<file path="src/rtl/noun_loader.sv">
// Streams host words into memory_unit one at a time, then launches mem_traversal and waits for it.
// Latency: accepted word reaches REQ next cycle; mem_execute rises the cycle after mem_ready is seen high.
// Backpressure: s_ready only in ACCEPT, one write in flight; mem_ready stalls requests; host stalls are free.
module noun_loader #(
    parameter int         ADDR_W     = 16,
    parameter int         DATA_W     = 32,
    parameter int         BASE_ADDR  = 1,
    parameter int         START_ADDR = 1,
    parameter logic [1:0] FUNC_WRITE = 2'd1,
    parameter int         MAX_WORDS  = 1023
) (
    input  logic              clk,
    input  logic              rst,
    input  logic              load_start,
    input  logic              s_valid,
    input  logic [DATA_W-1:0] s_data,
    input  logic              s_last,
    output logic              s_ready,
    output logic [1:0]        mem_func,
    output logic              mem_execute,
    output logic [ADDR_W-1:0] address1,
    output logic [DATA_W-1:0] write_data,
    input  logic              mem_ready,
    output logic [ADDR_W-1:0] start_addr,
    output logic              traversal_execute,
    input  logic              traversal_finished,
    output logic [ADDR_W-1:0] words_loaded,
    output logic              busy,
    output logic              done,
    output logic              error
);

    typedef enum logic [2:0] {
        IDLE, ACCEPT, REQ, ACK, LAUNCH, RUN, DONE, ERR
    } state_t;

    localparam longint ADDR_SPAN = longint'(BASE_ADDR) + longint'(MAX_WORDS);
    localparam bit     ADDR_SPAN_OK = ADDR_SPAN < (longint'(1) << ADDR_W);

    state_t              state_q;
    logic                s_ready_q, mem_exec_q, acked_q, last_q, trav_q;
    logic                busy_q, done_q, err_q;
    logic [1:0]          mem_func_q;
    logic [ADDR_W-1:0]   addr_q, count_q, addr_d;
    logic [DATA_W-1:0]   wdata_q;

    assign addr_d = ADDR_W'(BASE_ADDR) + count_q;

    always_ff @(posedge clk) begin
        if (rst) begin
            state_q    <= IDLE;
            s_ready_q  <= 1'b0;
            mem_exec_q <= 1'b0;
            mem_func_q <= 2'd0;
            acked_q    <= 1'b0;
            last_q     <= 1'b0;
            trav_q     <= 1'b0;
            busy_q     <= 1'b0;
            done_q     <= 1'b0;
            err_q      <= 1'b0;
            addr_q     <= '0;
            wdata_q    <= '0;
            count_q    <= '0;
        end else begin
            case (state_q)
                IDLE, DONE, ERR: begin
                    if (load_start) begin
                        state_q   <= ACCEPT;
                        s_ready_q <= 1'b1;
                        busy_q    <= 1'b1;
                        done_q    <= 1'b0;
                        err_q     <= 1'b0;
                        count_q   <= '0;
                    end
                end
                ACCEPT: begin
                    if (s_valid) begin
                        s_ready_q <= 1'b0;
                        // A word arriving with the counter already at the limit is dropped, not written.
                        if (count_q == ADDR_W'(MAX_WORDS)) begin
                            state_q <= ERR;
                            err_q   <= 1'b1;
                            busy_q  <= 1'b0;
                        end else begin
                            addr_q  <= addr_d;
                            wdata_q <= s_data;
                            last_q  <= s_last;
                            state_q <= REQ;
                        end
                    end
                end
                REQ: begin
                    if (mem_ready) begin
                        mem_exec_q <= 1'b1;
                        mem_func_q <= FUNC_WRITE;
                        acked_q    <= 1'b0;
                        state_q    <= ACK;
                    end
                end
                ACK: begin
                    // mem_ready falling is the acceptance; rising again is completion.
                    if (!acked_q) begin
                        if (!mem_ready) begin
                            mem_exec_q <= 1'b0;
                            acked_q    <= 1'b1;
                        end
                    end else if (mem_ready) begin
                        mem_func_q <= 2'd0;
                        count_q    <= count_q + 1'b1;
                        if (last_q) begin
                            trav_q  <= 1'b1;
                            state_q <= LAUNCH;
                        end else begin
                            s_ready_q <= 1'b1;
                            state_q   <= ACCEPT;
                        end
                    end
                end
                LAUNCH: state_q <= RUN;
                RUN: begin
                    if (traversal_finished) begin
                        trav_q  <= 1'b0;
                        done_q  <= 1'b1;
                        busy_q  <= 1'b0;
                        state_q <= DONE;
                    end
                end
                default: state_q <= IDLE;
            endcase
        end
    end

`ifndef SYNTHESIS
    always_ff @(posedge clk) begin
        if (!rst) assert (ADDR_SPAN_OK) else $error("BASE_ADDR + MAX_WORDS wraps the address space");
    end
`endif

    assign s_ready           = s_ready_q;
    assign mem_func          = mem_func_q;
    assign mem_execute       = mem_exec_q;
    assign address1          = addr_q;
    assign write_data        = wdata_q;
    assign start_addr        = ADDR_W'(START_ADDR);
    assign traversal_execute = trav_q;
    assign words_loaded      = count_q;
    assign busy              = busy_q;
    assign done              = done_q;
    assign error             = err_q;

endmodule

</file>
<file path="config.mk">
export PLATFORM = sky130hd
export DESIGN_NAME = noun_loader
export DESIGN_NICKNAME = d
export VERILOG_FILES = /design/src/rtl/noun_loader.sv
export SDC_FILE = /design/constraint.sdc
export NUM_CORES = 1
export LEC_CHECK = 0
export CORE_MARGIN = 4
export CORE_UTILIZATION = 43
export DETAILED_ROUTE_END_ITERATION = 10
export PLACE_DENSITY = 0.82
export SYNTH_ARGS = -nofsm -noshare
export SYNTH_HDL_FRONTEND = slang
export SYNTH_SLANG_ARGS = --single-unit
export TNS_END_PERCENT = 30
</file>
<file path="constraint.sdc">
create_clock -name clk -period 2.5 [get_ports clk]
set_clock_uncertainty 0.05 [all_clocks]
set_input_delay 0.5 -clock clk [delete_from_list [all_inputs] [get_ports clk]]
set_output_delay 0.5 -clock clk [all_outputs]
set_load 0.005 [all_outputs]
</file>
==> impl_metrics.json <==
{
  "muxShareOfSynthArea_pct": 0.551,
  "min_path_type": "flip-flop to flip-flop",
  "cp.required_ps": 2710,
  "setup_viol": 0,
  "worstRegToRegCells": 7,
  "p_leak_nw": 1.66,
  "p_comb_share_pct": 19.0,
  "h-tree-depth": 3,
  "cts_buffer_depth": 2,
  "dp_hpwl_mm": 6.86,
  "cts_tree": "done",
  "antennaDiodeCount": 0,
  "routed_wl_mm": 9.35,
  "synth_cells": 438,
  "p_seq_share_pct": 48.7,
  "cts-root-buf": "clkbuf_8",
  "finalCritPeriodShare_pct": 91.4,
  "postSynthAreaPerCell_um2": 8.29,
  "rsz0062_at_grt": "no",
  "grt_pass1_wl_mm": 15.3,
  "final_nets": 576,
  "status": "finished, final reports clean",
  "worst_pin_slew_ps": 773,
  "synth_edf_count": 0,
  "max_freq_mhz": 438,
  "synth_seq_area_share_pct": 41.9,
  "p_per_area_mw_per_mm2": 571,
  "switching_share_pct": 27.2,
  "synthDistinctLibCells": 46,
  "die_h_um": 99.9,
  "die-area_mm2": 0.00998,
  "period_needed_ps": 2280,
  "drt_iter0_drc": 100,
  "core.rowCount": 33,
  "fin_setup_tns_ps": 0,
  "drc_errors": 0,
  "min_path_cells": 2,
  "wl_per_cell_um": 14.5,
  "synth_compound_area_share_pct": 19.2,
  "drv_slew": 0,
  "drv_cap": 0,
  "layout-drive-gt1-share_pct": 9.28,
  "dieWidth_um": 99.9,
  "clkTransAtPathRegs_ps": 80,
  "ff2ff_setup_slack_ps": 220,
  "power.total_mw": 2.76,
  "rr_endpoint": "write_data[18]",
  "cp-end-kind": "flip-flop",
  "yosys.area_share.simple_pct": 24.4,
  "core_mm2": 0.00822,
  "max-slew-margin-rel_pct": 48.3,
  "via_per_inst": 5.19,
  "vias": 3341,
  "slowest_stage": "dfxtp_1",
  "drtPass1Iterations": 4,
  "p_clk_share_pct": 32.3,
  "r2r-start": "words_loaded[0]",
  "grt_max_degree": 52,
  "io-pin-count": 127,
  "cts_setup_buffers": 0,
  "hp-start": "write_data[22]",
  "crit_fanout": 35,
  "cpPeakStageDelay_ps": 470,
  "p_int_mw": 2.01,
  "port_buffers": 109,
  "synthArstFlopShare_pct": 0,
  "synthAdderAreaFrac_pct": 0.344,
  "grt_overflow": 0,
  "p_sw_uw": 749,
  "cts_hold_buf": 0,
  "routabilityCongestion": 0.856,
  "start_kind": "flip-flop",
  "synth_top_family_by_area": "simple AND/OR/NAND/NOR gates",
  "grt_antenna_before_repair": 0,
  "crit_start": "words_loaded[0]",
  "cts_resized": 0,
  "synth_ff_type": "dfxtp_1",
  "max-vdd-ir-drop_v": 0.000275,
  "worstPathArrival_ps": 2490,
  "synth-xor-area-share_pct": 3.38,
  "synth_warnings": 0,
  "min_to": "write_data[22]",
  "grt_pass1_vias": 3270,
  "ant_nets": 0,
  "cts_buffers": 9,
  "hold_violations": 0,
  "path_class": "flip-flop to flip-flop",
  "clock_latency_ps": 340,
  "cts.sinks": 76,
  "grt_usage_pct": 18.6,
  "synth_seq_cells": 76,
  "synth_area_mm2": 0.00363,
  "crit_family": "simple AND/OR/NAND/NOR gates",
  "path_cells": "ha_1 -> and3_1 -> nand4_4 -> o21ai_4 -> buf_4 -> nand2_1 -> a21oi_1",
  "start_util_pct": 44.2,
  "critPathBufInv": 1,
  "area_growth_pct": 33.0
}
==> cell type report <==
class / instances / area [um2]
Clock buffer: 10 / 128
Clock inverter: 4 / 52.6
Fill cell: 769 / 3390
Tap cell: 105 / 131
Sequential cell: 76 / 1520
Multi-Input combinational cell: 325 / 1800
Inverter: 4 / 15.0
Timing Repair Buffer: 120 / 1180
==> state kept, by name (all words and copies together), names as in the netlist, 3 cells and up <==
register,cells
write_data,32
address1,16
words_loaded,16
state_q,3
==> power by group through the flow <==
stage	logic, mW	registers, mW	clock network, mW
detailed placement	0.527	1.37	0
global placement	0.516	1.37	0
CTS	0.529	1.34	0.911
finish	0.524	1.34	0.892
floorplan	0.317	1.36	0
global route	0.574	1.36	0.954
==> worst max-delay path by stage <==
stage / end / slack [ps] / cells after the start
2_1_floorplan: address1[10] / 570 / 9
6_report: write_data[18] / 220 / 7
4_1_cts: write_data[18] / 220 / 7
5_1_grt: write_data[3] / 50 / 7
3_3_place_gp: words_loaded[12] / 230 / 6
3_5_place_dp: words_loaded[8] / 180 / 6
==> stage by stage <==
step                      cells  setup slack (ps)  hold slack (ps)  instance area (um2)  utilization [%]
after floorplan             453               569              403                 3690                -
after global placement      630               234              391                 4650             56.6
after detailed placement    630               183              396                 4650             56.6
after CTS                   644               217              407                 4830             58.8
after global routing        644              46.7              434                 4830             58.8
final                       644               215              405                 4830             58.8
==> tightest hold or removal path, delay by kind of cell (launching register included) <==
family,cells,cell delay [ps]
AOI/OAI and AO/OA,1,50
DFF,1,310
and+or+nand+nor,1,50
==> synth_stat cells, drive strengths merged, types with 4 or more instances <==
cell type / n / area [um2]
a211oi: 17 / 198
a21oi: 56 / 280
a311oi: 4 / 35.0
a31oi: 6 / 37.5
and3: 4 / 26.3
buf: 39 / 319
clkbuf: 9 / 33.8
dfxtp: 76 / 1520
inv: 4 / 15.0
nand2: 91 / 344
nand3: 12 / 70.1
nand4: 5 / 46.3
nor2: 39 / 146
nor3: 12 / 71.3
nor4: 5 / 50.1
o21ai: 15 / 86.3
xnor2: 8 / 70.1
xor2: 6 / 52.6
==> layout by cell type, fill, tap and decap left out, types with 9 or more instances in the layout <==
cell type and instances:
a211oi_2 14, a21oi_1 56, buf_4 10, clkbuf_8 9, clkdlybuf4s50_1 108, conb_1 17
dfxtp_1 76, nand2_1 90, nand3_1 10, nor2_1 39, nor3_1 11, o21ai_0 14
==> cells by family after synthesis <==
logic type / Yosys count
XOR/XNOR: 14
multiplexers: 2
flip-flops: 76
adder cells (fa/ha/maj): 1
buffers and inverters: 52
AO/OA/AOI/OAI: 105
AND/OR/NAND/NOR: 186
other: 2
==> metal layers <==
metal  share of wire, %  GRT usage (%)  routed length, um  vias to the layer above
met1                 42           23.0               3900                     1552
met5                  0              0                  0                        -
li1                   -              -                  -                     1662
met3                8.0           4.73                752                       10
met2                 49           31.2               4610                      117
met4                1.0           6.62                 94                        0
No activity file was read; power rests on OpenSTA's default activity.
